<file path="src/rtl/core_dispatch_in_if.sv">
// core_dispatch_in_if: host-side stream and per-core lanes of the dispatcher.
// slave = dispatcher view, master = host/core-array view.
interface core_dispatch_in_if #(
  parameter int M_COUNT    = 4,
  parameter int DATA_WIDTH = 64
) ();

  logic                          s_valid;
  logic                          s_ready;
  logic                          s_last;
  logic [DATA_WIDTH-1:0]         s_data;

  logic [M_COUNT-1:0]            m_valid;
  logic [M_COUNT-1:0]            m_ready;
  logic [M_COUNT-1:0]            m_last;
  logic [M_COUNT*DATA_WIDTH-1:0] m_data;

  modport slave (
    input  s_valid,
    input  s_last,
    input  s_data,
    output s_ready,
    output m_valid,
    output m_last,
    output m_data,
    input  m_ready
  );

  modport master (
    output s_valid,
    output s_last,
    output s_data,
    input  s_ready,
    input  m_valid,
    input  m_last,
    input  m_data,
    output m_ready
  );

endinterface

</file>
<file path="src/rtl/core_dispatch_in.sv">
// core_dispatch_in: routes one packet from the host stream to one idle core.
// Ports: clk, resetb, io (s_*/m_* stream), core_idle, grant, dispatched;
// beat_count only with DISPATCH_BEAT_COUNT_EN defined.
module core_dispatch_in #(
  parameter int M_COUNT    = 4,
  parameter int DATA_WIDTH = 64
) (
  input  logic               clk,
  input  logic               resetb,
  core_dispatch_in_if.slave  io,
  input  logic [M_COUNT-1:0] core_idle,
  output logic [M_COUNT-1:0] grant,
  output logic               dispatched
`ifdef DISPATCH_BEAT_COUNT_EN
  ,
  output logic [15:0]        beat_count
`endif
);

  localparam int CORE_NUM = $clog2(M_COUNT);

  typedef enum logic [1:0] {
    ST_IDLE,
    ST_TRAN,
    ST_DRAIN,
    ST_DONE
  } state_t;

  state_t                  state;
  state_t                  state_d;

  // rr_ptr doubles as the grant index while a packet is owned.
  logic [CORE_NUM-1:0]     rr_ptr;
  logic [CORE_NUM-1:0]     pick_idx;
  logic [CORE_NUM-1:0]     cand;
  logic                    pick_ok;

  logic                    out_valid;
  logic                    out_last;
  logic [DATA_WIDTH-1:0]   out_data;

  logic                    tran_rdy;
  logic                    take;
  logic                    accept;
  logic                    drain;
  logic [M_COUNT-1:0]      lane_en;

  // Walk downward so the nearest idle core after rr_ptr wins.
  always_comb begin
    pick_ok  = 1'b0;
    pick_idx = '0;
    cand     = '0;
    for (int k = M_COUNT; k >= 1; k--) begin
      cand = CORE_NUM'((int'(rr_ptr) + k) % M_COUNT);
      if (core_idle[cand]) begin
        pick_ok  = 1'b1;
        pick_idx = cand;
      end
    end
  end

  assign tran_rdy = ~out_valid | io.m_ready[rr_ptr];
  assign take     = (state == ST_IDLE) & io.s_valid & pick_ok;
  assign accept   = (state == ST_TRAN) & io.s_valid & tran_rdy;
  assign drain    = (state == ST_DRAIN) & out_valid
                  & io.m_ready[rr_ptr];

  always_ff @(posedge clk or negedge resetb) begin
    if (!resetb) begin
      state <= ST_IDLE;
    end else begin
      state <= state_d;
    end
  end

  always_comb begin
    state_d    = state;
    io.s_ready = 1'b0;
    dispatched = 1'b0;
    unique case (state)
      ST_IDLE: begin
        if (take) begin
          state_d = ST_TRAN;
        end
      end
      ST_TRAN: begin
        io.s_ready = tran_rdy;
        if (accept && io.s_last) begin
          state_d = ST_DRAIN;
        end
      end
      ST_DRAIN: begin
        if (drain) begin
          state_d = ST_DONE;
        end
      end
      ST_DONE: begin
        dispatched = 1'b1;
        state_d    = ST_IDLE;
      end
      default: begin
        state_d = ST_IDLE;
      end
    endcase
  end

  always_ff @(posedge clk or negedge resetb) begin
    if (!resetb) begin
      grant     <= '0;
      rr_ptr    <= CORE_NUM'(M_COUNT - 1);
      out_valid <= 1'b0;
      out_last  <= 1'b0;
      out_data  <= '0;
    end else begin
      unique case (state)
        ST_IDLE: begin
          if (take) begin
            grant  <= M_COUNT'(1) << pick_idx;
            rr_ptr <= pick_idx;
          end
        end
        ST_TRAN: begin
          if (accept) begin
            out_valid <= 1'b1;
            out_last  <= io.s_last;
            out_data  <= io.s_data;
          end else if (io.m_ready[rr_ptr]) begin
            out_valid <= 1'b0;
          end
        end
        ST_DRAIN: begin
          if (drain) begin
            out_valid <= 1'b0;
            out_last  <= 1'b0;
            out_data  <= '0;
          end
        end
        ST_DONE: begin
          grant <= '0;
        end
        default: begin
          grant <= '0;
        end
      endcase
    end
  end

  // Only the granted lane ever sees the slice; the rest read zero.
  for (genvar i = 0; i < M_COUNT; i++) begin : g_lane
    assign lane_en[i] = out_valid & grant[i];
    assign io.m_data[i*DATA_WIDTH +: DATA_WIDTH] =
      lane_en[i] ? out_data : '0;
  end

  assign io.m_valid = lane_en;
  assign io.m_last  = lane_en & {M_COUNT{out_last}};

`ifdef DISPATCH_BEAT_COUNT_EN
  logic [15:0] bc_q;

  always_ff @(posedge clk or negedge resetb) begin
    if (!resetb) begin
      bc_q <= '0;
    end else if (take) begin
      bc_q <= '0;
    end else if (accept && bc_q != 16'hFFFF) begin
      bc_q <= bc_q + 16'd1;
    end
  end

  assign beat_count = bc_q;
`endif

endmodule

</file>
<file path="src/flat_wrapper.sv">
// flat-port wrapper written by rule: the top's interface ports become plain ports
module core_dispatch_in_flat 
#(
  parameter int M_COUNT    = 4,
  parameter int DATA_WIDTH = 64
)
  (clk, resetb, core_idle, grant, dispatched, io_s_valid, io_s_last, io_s_data, io_s_ready, io_m_valid, io_m_last, io_m_data, io_m_ready);
  core_dispatch_in_if #(.M_COUNT(M_COUNT), .DATA_WIDTH(DATA_WIDTH)) io_i ();
  input  logic clk;
  input  logic resetb;
  input  logic [M_COUNT-1:0] core_idle;
  output logic [M_COUNT-1:0] grant;
  output logic dispatched;
  input wire logic [$bits(io_i.s_valid)-1:0] io_s_valid;
  input wire logic [$bits(io_i.s_last)-1:0] io_s_last;
  input wire logic [$bits(io_i.s_data)-1:0] io_s_data;
  output wire logic [$bits(io_i.s_ready)-1:0] io_s_ready;
  output wire logic [$bits(io_i.m_valid)-1:0] io_m_valid;
  output wire logic [$bits(io_i.m_last)-1:0] io_m_last;
  output wire logic [$bits(io_i.m_data)-1:0] io_m_data;
  input wire logic [$bits(io_i.m_ready)-1:0] io_m_ready;
  assign io_i.s_valid = io_s_valid;
  assign io_i.s_last = io_s_last;
  assign io_i.s_data = io_s_data;
  assign io_s_ready = io_i.s_ready;
  assign io_m_valid = io_i.m_valid;
  assign io_m_last = io_i.m_last;
  assign io_m_data = io_i.m_data;
  assign io_i.m_ready = io_m_ready;
  core_dispatch_in #(.M_COUNT(M_COUNT), .DATA_WIDTH(DATA_WIDTH)) u_core (.clk(clk), .resetb(resetb), .io(io_i), .core_idle(core_idle), .grant(grant), .dispatched(dispatched));
endmodule
</file>
<file path="config.mk">
export PLATFORM = sky130hd
export DESIGN_NAME = core_dispatch_in_flat
export DESIGN_NICKNAME = d
export VERILOG_FILES = /design/src/rtl/core_dispatch_in_if.sv /design/src/rtl/core_dispatch_in.sv /design/src/flat_wrapper.sv
export SDC_FILE = /design/constraint.sdc
export NUM_CORES = 1
export LEC_CHECK = 0
export BUFFER_PORTS_ARGS = -buffer_cell sky130_fd_sc_hd__buf_2
export CAP_MARGIN = 5
export CORE_AREA = 2 2 133 135
export CTS_BUF_LIST = sky130_fd_sc_hd__clkbuf_8
export DETAILED_ROUTE_END_ITERATION = 6
export DIE_AREA = 0 0 135 137
export SYNTH_ARGS = -nofsm -noshare
export SYNTH_HDL_FRONTEND = slang
export SYNTH_SLANG_ARGS = --single-unit
</file>
<file path="constraint.sdc">
create_clock -name clk -period 4.3 [get_ports clk]
set_clock_uncertainty 0.05 [all_clocks]
set_input_delay 0.86 -clock clk [delete_from_list [all_inputs] [get_ports clk]]
set_output_delay 0.86 -clock clk [all_outputs]
set_load 0.005 [all_outputs]
</file>
==> results of run 1 <==
-- synth_stat cells (2+ instances only) --
library cell  number
or2_2              2
nand3_1            3
clkbuf_1          59
dfstp_2            2
inv_1              4
nand2b_1           4
mux2_2             3
ha_1               4
and2_1             5
and3_1           261
a21oi_1            2
a22o_1            67
dfrtp_1           72
nor2b_1            2
o21ai_0            3
nand2_1            3
o31ai_1            2
a21boi_0           2
buf_6             12
-- cells in the final DEF (no fill, tap or decap), types with 2 or more instances in the layout --
cell type and instances:
and3_1 261, nor2b_1 2, clkinvlp_4 2, or2_2 2, dfrtp_1 67, a21oi_1 2
nand2b_1 4, nand3_1 2, dfrtp_2 4, mux2_2 3, clkbuf_8 10, and2_1 5
nand2_1 3, a21boi_0 2, o21ai_0 3, buf_12 2, buf_2 344, inv_1 4
o31ai_1 2, dfstp_2 2, ha_1 4, a22o_1 67, bufinv_16 2
-- cell type report --
cell class / count / area [µm²]
multi-input combinational: 384 / 2660
timing repair buffer: 347 / 1770
tap: 225 / 282
inverter: 4 / 15.0
sequential: 74 / 1860
fill: 1776 / 10200
clock inverter: 6 / 88.8
clock buffer: 10 / 138
-- cells by family after synthesis --
kind of cell,Yosys count
buffers and inverters,78
AO/OA/AOI/OAI,87
adder cells (fa/ha/maj),4
multiplexers,6
flip-flops,74
AND/OR/NAND/NOR,287
-- flip-flops by register name (all words and copies together), names as in the netlist --
register          count
u_core.out_data      64
u_core.grant          4
u_core.rr_ptr         2
u_core.state          2
u_core.out_last       1
u_core.out_valid      1
-- layer usage --
layer / routed length (µm) / up-vias / global-route usage [%]
met5: 0 / - / 0
met4: 306 / 0 / 5.84
met3: 1420 / 20 / 4.00
met2: 8970 / 248 / 32.0
met1: 7700 / 2512 / 22.5
li1: - / 2561 / -
-- worst paths after layout --
check,to,slack [ns],cells after the start,startpoint
setup / recovery,io_s_ready,1.40,4,u_core.rr_ptr[0]
hold / removal,u_core.out_data[22],0.51,1,u_core.out_data[22]
setup reg to reg,u_core.out_data[24],1.66,7,u_core.state[1]
hold reg to reg,u_core.out_data[22],0.51,1,u_core.out_data[22]
max in group asynchronous,u_core.out_valid,2.90,1,resetb
min in group asynchronous,u_core.out_data[62],0.60,1,resetb
-- power groups by stage --
stage / Clock [mW] / Combinational, mW / Sequential [mW]
after detailed placement: 0 / 1.81 / 1.86
after global routing: 0.680 / 1.99 / 1.93
after CTS: 0.643 / 1.80 / 1.85
after global placement: 0 / 1.75 / 1.84
after floorplan: 0 / 1.80 / 1.32
final: 0.620 / 1.80 / 1.86
-- stage by stage --
| stage | utilization (%) | worst slack (ns) | hold WS (ns) | power [mW] | cell area [µm²] |
|---|---|---|---|---|---|
| floorplan | - | 1.74 | 0.457 | 3.12 | 4900 |
| global placement | 38.6 | 1.44 | 0.491 | 3.59 | 6590 |
| detailed placement | 38.6 | 1.44 | 0.495 | 3.67 | 6590 |
| CTS | 40.0 | 1.36 | 0.514 | 4.30 | 6820 |
| global route | 40.0 | 1.29 | 0.547 | 4.61 | 6820 |
| finish | 40.0 | 1.40 | 0.505 | 4.27 | 6820 |
==> results.sh, run 1 <==
export IMPL_startpoint_type="register"
export IMPL_yosys_area_share_adder_pct=1.02
export IMPL_clkPwrFrac_pct=14.5
export IMPL_gp_congestion=0.746
export IMPL_viasPerCell=5.09
export IMPL_run_status="finished clean"
export IMPL_first_pass_iters=4
export IMPL_ys_seq_elements=74
export IMPL_seq_area_frac_synth_pct=37.8
export IMPL_synth_compound_area_share_pct=15.0
export IMPL_p_seq_share_pct=43.5
export IMPL_n_antenna_cell=0
export IMPL_avgSynthCellArea_um2=9.14
export IMPL_postSynthCellCount=536
export IMPL_fmax_ghz=0.344
export IMPL_placed_cells=1034
export IMPL_p_per_area_mw_per_mm2=627
export IMPL_port_buffers=345
export IMPL_synth_edf_count=0
export IMPL_synth_xor_area_share_pct=0
export IMPL_antenna_found_initial=0
export IMPL_synth_top_family_by_area="simple AND/OR/NAND/NOR gates"
export IMPL_crit_chain="mux4_2 > nand2b_1 > and2_1 > buf_2"
export IMPL_track_usage_pct=18.3
export IMPL_cp_slowest_cell="dfstp_2"
export IMPL_cts_tree="done"
export IMPL_vias=5341
export IMPL_io_pins=346
export IMPL_synth_area_mux_share_pct=1.66
export IMPL_slew_headroom_pct=24.4
export IMPL_clock_sinks=74
export IMPL_drt_iter0_markers=193
export IMPL_final_cell_count_no_fill=1050
export IMPL_cts_max_level=3
export IMPL_syn_nets=616
export IMPL_critical_path_max_stage_delay_ns=0.60
export IMPL_slew_viol_final=0
export IMPL_cts_resized=0
export IMPL_overflow=0
export IMPL_die_h_um=137
export IMPL_worst_pin_slew_ns=1.13
export IMPL_drc=0
export IMPL_ant_nets=0
export IMPL_ir_worst_vdd_mv=0.522
export IMPL_avgRoutedWirePerCell_um=17.5
export IMPL_grt_max_degree=267
export IMPL_synth_flop_cell="dfrtp_1"
export IMPL_hold_viol_final=0
export IMPL_syn_area_mm2=0.00490
export IMPL_post_cts_buffers=0
export IMPL_grt_pass1_wl_mm=26.6
export IMPL_syn_to_final_growth_pct=39.1
export IMPL_async_flop_share_pct=100
export IMPL_clk_latency_ns=0.35
export IMPL_core_area_mm2=0.0171
export IMPL_finalWirelength_mm=18.4
export IMPL_hold_path_class="register to register"
export IMPL_drive_gt1_share_pct=45.9
export IMPL_p_leak_nw=4.84
export IMPL_initial_core_util_pct=28.7
export IMPL_fin_crit_ns=2.90
export IMPL_die_w_um=135
export IMPL_hpwl_mm=12.0
export IMPL_hold_buffers=0
export IMPL_p_sw_share_pct=47.9
export IMPL_clk_pin_slew_worst_paths_ns=0.08
export IMPL_cap_violations=0
export IMPL_yosys_area_top_type="dfrtp_1"
export IMPL_cts_buffer_depth=2
export IMPL_tns_ns=0
export IMPL_crit_arrival_ns=1.99
export IMPL_fin_crit_sh_pct=67.5
export IMPL_clock_root_buffer="clkbuf_8"
export IMPL_yosysWarningCount=0
export IMPL_crit_path_end_kind="primary output"
export IMPL_critPathKind="register to primary output"
export IMPL_required_ns=3.39
export IMPL_ys_types=43
export IMPL_rsz0062_at_grt="false"
export IMPL_synth_area_leaders="dfrtp_1 37%, and3_1 33%, a22o_1 12%"
export IMPL_power_switching_mw=2.05
export IMPL_cpLargestDelayFamily="flip-flops"
export IMPL_critPathBufInv=1
export IMPL_fp_dieArea_mm2=0.0185
export IMPL_grt_pass1_vias=4696
export IMPL_synth_top_area_share_pct=36.8
export IMPL_setup_violations=0
export IMPL_p_int_mw=2.22
export IMPL_combPwrFrac_pct=42.0
export IMPL_nets=900
export IMPL_rows=48
export IMPL_cts_buffers_inserted=9
export IMPL_crit_fanout=7
export IMPL_synthSimpleGateAreaFrac_pct=36.5
(Power assumes the default switching activity.)
==> run 2, diff against run 1 <==
- ABC_AREA: not set -> 1
- CORE_AREA: 2 2 133 135 -> 2 2 134 136
- DIE_AREA: 0 0 135 137 -> 0 0 136 138
- clock period: 4.3 -> 2.8 ns (I/O delays scaled with it)
==> results.sh, run 2 <==
export IMPL_synth_top_area_share_pct=34.2
export IMPL_seq_area_frac_synth_pct=35.2
export IMPL_grt_pass1_vias=5246
export IMPL_synth_area_leaders="dfrtp_1 34%, nor2_1 19%, o21ai_2 11%"
export IMPL_startpoint_type="register"
export IMPL_die_h_um=138
export IMPL_crit_arrival_ns=1.85
export IMPL_syn_area_mm2=0.00527
export IMPL_ys_seq_elements=74
export IMPL_clock_sinks=74
export IMPL_finalWirelength_mm=16.6
export IMPL_cts_resized=0
export IMPL_place_ws_ns=0.633
export IMPL_p_seq_share_pct=29.6
export IMPL_core_area_mm2=0.0175
export IMPL_clock_root_buffer="clkbuf_8"
export IMPL_rows=49
export IMPL_p_sw_share_pct=51.1
export IMPL_die_w_um=136
export IMPL_setup_ws_ns=0.339
export IMPL_ir_worst_vdd_mv=0.532
export IMPL_run_status="finished clean"
export IMPL_cap_violations=0
export IMPL_post_cts_buffers=0
export IMPL_mostFrequentLayoutCell="buf_2"
export IMPL_nets=1182
export IMPL_syn_to_final_growth_pct=37.9
export IMPL_crit_path_end_kind="primary output"
export IMPL_hold_viol_final=0
export IMPL_fin_crit_sh_pct=87.9
export IMPL_ant_nets=0
export IMPL_drc=0
export IMPL_ys_types=23
export IMPL_port_buffers=345
export IMPL_grt_pass1_wl_mm=25.9
export IMPL_io_pins=346
export IMPL_hold_buffers=0
export IMPL_drive_gt1_share_pct=47.5
export IMPL_critPathKind="register to primary output"
export IMPL_synth_flop_cell="dfrtp_1"
export IMPL_yosys_area_top_type="dfrtp_1"
export IMPL_syn_nets=862
export IMPL_hpwl_mm=12.4
export IMPL_crit_fanout=66
export IMPL_cts_buffers_inserted=9
export IMPL_postSynthCellCount=782
export IMPL_n_antenna_cell=0
export IMPL_cts_max_level=3
export IMPL_regMostFlops="u_core.out_data"
export IMPL_final_area_mm2=0.00727
export IMPL_worstSetupStartpoint="u_core.out_valid"
export IMPL_clkPwrFrac_pct=11.4
export IMPL_antenna_found_initial=0
export IMPL_final_cell_count_no_fill=1336
export IMPL_r2r_start="u_core.rr_ptr[0]"
export IMPL_grt_max_degree=75
export IMPL_layout_common_cells="344 x buf_2, 264 x nor2_1, 128 x nand2_1"
export IMPL_viasPerCell=4.35
export IMPL_fmax_ghz=0.406
export IMPL_p_leak_nw=4.53
export IMPL_hold_path_class="input pin to asynchronous set/reset pin"
export IMPL_worst_pin_slew_ns=0.991
export IMPL_track_usage_pct=17.1
export IMPL_fill_cells=1915
export IMPL_tns_ns=0
export IMPL_synth_edf_count=0
export IMPL_avgRoutedWirePerCell_um=12.4
export IMPL_gp_congestion=0.770
export IMPL_cts_tree="done"
export IMPL_cts_buffer_depth=2
export IMPL_async_flop_share_pct=100
export IMPL_postPlaceCellArea_mm2=0.00710
export IMPL_initial_core_util_pct=30.1
export IMPL_rsz0062_at_grt="false"
export IMPL_yosysMostFrequentCell="nor2_1"
export IMPL_avgSynthCellArea_um2=6.74
export IMPL_slew_headroom_pct=34.0
export IMPL_largest_register_ffs=64
export IMPL_setup_violations=0
export IMPL_p_per_area_mw_per_mm2=915
export IMPL_slew_viol_final=0
export IMPL_synth_common_cells="264 x nor2_1, 132 x nand2_1, 90 x inv_1"
export IMPL_placed_cells=1320
export IMPL_clk_pin_slew_worst_paths_ns=0.08
export IMPL_power_switching_mw=3.40
export IMPL_required_ns=2.19
export IMPL_drt_iter0_markers=284
export IMPL_fin_crit_ns=2.46
export IMPL_reg_top3="u_core.out_data x64, u_core.grant x4"
export IMPL_overflow=0
export IMPL_clk_latency_ns=0.35
export IMPL_p_int_mw=3.25
export IMPL_combPwrFrac_pct=59.0
export IMPL_fp_dieArea_mm2=0.0188
export IMPL_vias=5817
export IMPL_first_pass_iters=5
export IMPL_yosysWarningCount=0
-- run 2: logic make-up after synthesis --
logic type	Yosys count	synth area share, %
fa+ha+maj	4	0.949
compound gates	69	11.2
flops	74	35.2
buf+inv	142	13.1
simple gates	493	39.6
-- run 2: layout make-up --
type                            count  area, µm²  share of cell area (%)
Timing Repair Buffer              360       1880                    25.8
Multi-Input combinational cell    566       2740                    37.7
Tap cell                          229        287                    3.94
Sequential cell                    74       1850                    25.5
Clock buffer                       10        138                    1.89
Clock inverter                      6       33.8                   0.465
Inverter                           91        342                    4.70
-- run 2: layer usage --
| layer | vias to the layer above | track usage [%] | wire length [µm] |
|---|---|---|---|
| met5 | - | 0 | 0 |
| met4 | 0 | 6.47 | 349 |
| met3 | 26 | 3.15 | 1060 |
| met2 | 232 | 30.5 | 8170 |
| met1 | 2602 | 20.1 | 7000 |
| li1 | 2957 | - | - |
-- run 2: per-stage QoR --
step           hold WS, ns  utilization (%)  power, mW
6_report             0.307             41.5       6.65
5_1_grt              0.370             41.5       7.33
3_5_place_dp         0.423             40.5       5.96
4_1_cts              0.327             41.5       6.77
2_1_floorplan        0.214                -       5.44
3_3_place_gp         0.421             40.5       5.87
-- run 2: final timing paths --
check,to,slack [ns],cells past startpoint
min in group clk,u_core.out_data[26],0.39,3
max in group asynchronous,u_core.out_data[31],1.75,1
worst max-delay path,io_m_data[176],0.34,4
worst min-delay path,u_core.out_data[5],0.31,1
worst min register to register,u_core.out_data[18],0.44,2
worst max register to register,u_core.out_data[55],0.63,11
-- run 2: critical path, cell delays in order, from the launching register on --
cell and delay (ns):
dfrtp_1 0.51, nand2_2 0.10, buf_4 0.53, nor2_1 0.09
buf_2 0.16
-- run 2: power groups by stage --
stage | registers, mW | clock network, mW | logic, mW
3_5_place_dp | 1.98 | 0 | 3.98
3_3_place_gp | 1.99 | 0 | 3.88
2_1_floorplan | 1.87 | 0 | 3.57
6_report | 1.97 | 0.761 | 3.93
4_1_cts | 1.97 | 0.810 | 4.00
5_1_grt | 2.03 | 0.847 | 4.45
==> run 3, diff against run 2 <==
- CORE_AREA: 2 2 134 136 -> 4 4 132 134
==> results.sh, run 3 (synthesis gave the netlist of run 2 again) <==
export IMPL_track_usage_pct=18.1
export IMPL_clk_pin_slew_worst_paths_ns=0.08
export IMPL_p_seq_share_pct=29.7
export IMPL_crit_fanout=35
export IMPL_worstSetupStartpoint="u_core.out_valid"
export IMPL_setup_violations=0
export IMPL_cts_max_level=3
export IMPL_grt_max_degree=74
export IMPL_register_area_mm2=0.00185
export IMPL_antenna_found_initial=2
export IMPL_cp_slowest_cell="dfrtp_1"
export IMPL_rows=47
export IMPL_largest_register_ffs=64
export IMPL_crit_chain="nand2_4 > buf_4 > nor2_1 > buf_2"
export IMPL_cts_tree="done"
export IMPL_run_status="finished clean"
export IMPL_core_area_mm2=0.0163
export IMPL_startpoint_type="register"
export IMPL_required_ns=2.19
export IMPL_reg_top3="u_core.out_data x64, u_core.grant x4"
export IMPL_final_area_mm2=0.00727
export IMPL_crit_path_end_kind="primary output"
export IMPL_power_switching_mw=3.37
export IMPL_slew_viol_final=0
export IMPL_fmax_ghz=0.400
export IMPL_avgRoutedWirePerCell_um=13.1
export IMPL_ant_nets=0
export IMPL_mostFrequentLayoutCell="buf_2"
export IMPL_slew_headroom_pct=35.3
export IMPL_vias=5715
export IMPL_critPathKind="register to primary output"
export IMPL_overflow=0
export IMPL_fp_dieArea_mm2=0.0188
export IMPL_fill_cells=1763
export IMPL_hold_viol_final=0
export IMPL_clk_latency_ns=0.35
export IMPL_hold_path_class="input pin to asynchronous set/reset pin"
export IMPL_p_int_mw=3.27
export IMPL_grt_pass1_vias=5446
export IMPL_postPlaceCellArea_mm2=0.00709
export IMPL_viasPerCell=4.30
export IMPL_p_per_area_mw_per_mm2=912
export IMPL_fin_crit_ns=2.50
export IMPL_nets=1182
export IMPL_critical_path_max_stage_delay_ns=0.51
export IMPL_cts_buffers_inserted=9
export IMPL_initial_core_util_pct=32.4
export IMPL_gp_congestion=0.761
export IMPL_worst_pin_slew_ns=0.971
export IMPL_hpwl_mm=13.2
export IMPL_combPwrFrac_pct=59.0
export IMPL_port_buffers=345
export IMPL_clock_sinks=74
export IMPL_fin_crit_sh_pct=89.3
export IMPL_cts_buffer_depth=2
export IMPL_grt_pass1_wl_mm=27.8
export IMPL_drive_gt1_share_pct=47.5
export IMPL_crit_arrival_ns=1.89
export IMPL_first_pass_iters=4
export IMPL_drt_iter0_markers=294
export IMPL_multi_input_area_mm2=0.00275
export IMPL_rsz0062_at_grt="false"
export IMPL_ir_worst_vdd_mv=0.627
export IMPL_layout_common_cells="344 x buf_2, 264 x nor2_1, 128 x nand2_1"
export IMPL_regMostFlops="u_core.out_data"
export IMPL_die_w_um=136
export IMPL_p_sw_share_pct=50.8
export IMPL_die_h_um=138
export IMPL_drc=0
export IMPL_syn_to_final_growth_pct=37.9
export IMPL_io_pins=346
export IMPL_tns_ns=0
export IMPL_finalWirelength_mm=17.4
export IMPL_r2r_start="u_core.rr_ptr[0]"
export IMPL_clkPwrFrac_pct=11.3
export IMPL_clock_root_buffer="clkbuf_8"
export IMPL_cap_violations=0
export IMPL_p_leak_nw=4.56
-- run 3: cell count changes in the layout (fill, tap and decap cells not counted), sizes merged --
cell | before | now
diode | 0 | 2
clkinvlp | 2 | 0
clkbuf | 10 | 11
-- run 3: final cells by class --
type | instances | share of cell area (%)
Tap cell | 220 | 3.78
Sequential cell | 74 | 25.5
Antenna cell | 2 | 0.0688
Clock buffer | 11 | 2.08
Multi-Input combinational cell | 566 | 37.8
Clock inverter | 4 | 0.258
Inverter | 91 | 4.70
Timing Repair Buffer | 360 | 25.8
-- run 3: power by group through the flow --
stage	registers, mW	logic (mW)	clock network (mW)
global placement	1.97	3.93	0
detailed placement	1.99	3.97	0
floorplan	1.87	3.57	0
finish	1.97	3.91	0.749
global route	2.04	4.43	0.835
CTS	1.97	3.98	0.792
-- run 3: worst max-delay path: cells and delay by family (launching register included) --
kind | cells | cell delay (ns)
flip-flops | 1 | 0.51
AND/OR/NAND/NOR | 2 | 0.43
buffers and inverters | 2 | 0.58
-- run 3: through the flow --
step | worst slack, ns | hold slack, ns | utilization (%) | total power [mW] | cells
finish | 0.299 | 0.276 | 44.7 | 6.64 | 1328
global route | 0.181 | 0.385 | 44.7 | 7.30 | 1328
CTS | 0.101 | 0.338 | 44.6 | 6.75 | 1326
detailed placement | 0.513 | 0.422 | 43.5 | 5.96 | 1311
global placement | 0.542 | 0.420 | 43.5 | 5.91 | 1311
floorplan | 1.02 | 0.214 | - | 5.44 | 782
-- run 3: routing by layer --
metal | GRT usage, % | part of all wire, % | wire length (µm) | up-vias
met3 | 3.89 | 7.6 | 1330 | 32
li1 | - | - | - | 2952
met1 | 20.7 | 40 | 7050 | 2501
met5 | 0 | 0 | 0 | -
met4 | 7.27 | 2.8 | 495 | 0
met2 | 32.3 | 49 | 8570 | 230
-- run 3: final timing paths --
kind,to,slack [ns],cells past startpoint
setup / recovery,io_m_data[61],0.30,4
hold / removal,u_core.out_data[62],0.28,1
setup reg to reg,u_core.out_data[26],0.52,11
hold reg to reg,u_core.out_data[45],0.44,2
max in group asynchronous,u_core.out_data[42],1.75,1
min in group clk,u_core.out_data[31],0.41,3
-- run 3: what timing repair did --
| item | in CTS | in global routing |
|---|---|---|
| setup endpoints to repair | 0 | 7 |
| gates resized for setup | 0 | 2 |
| setup buffers | 0 | 0 |
| hold buffers | 0 | 0 |
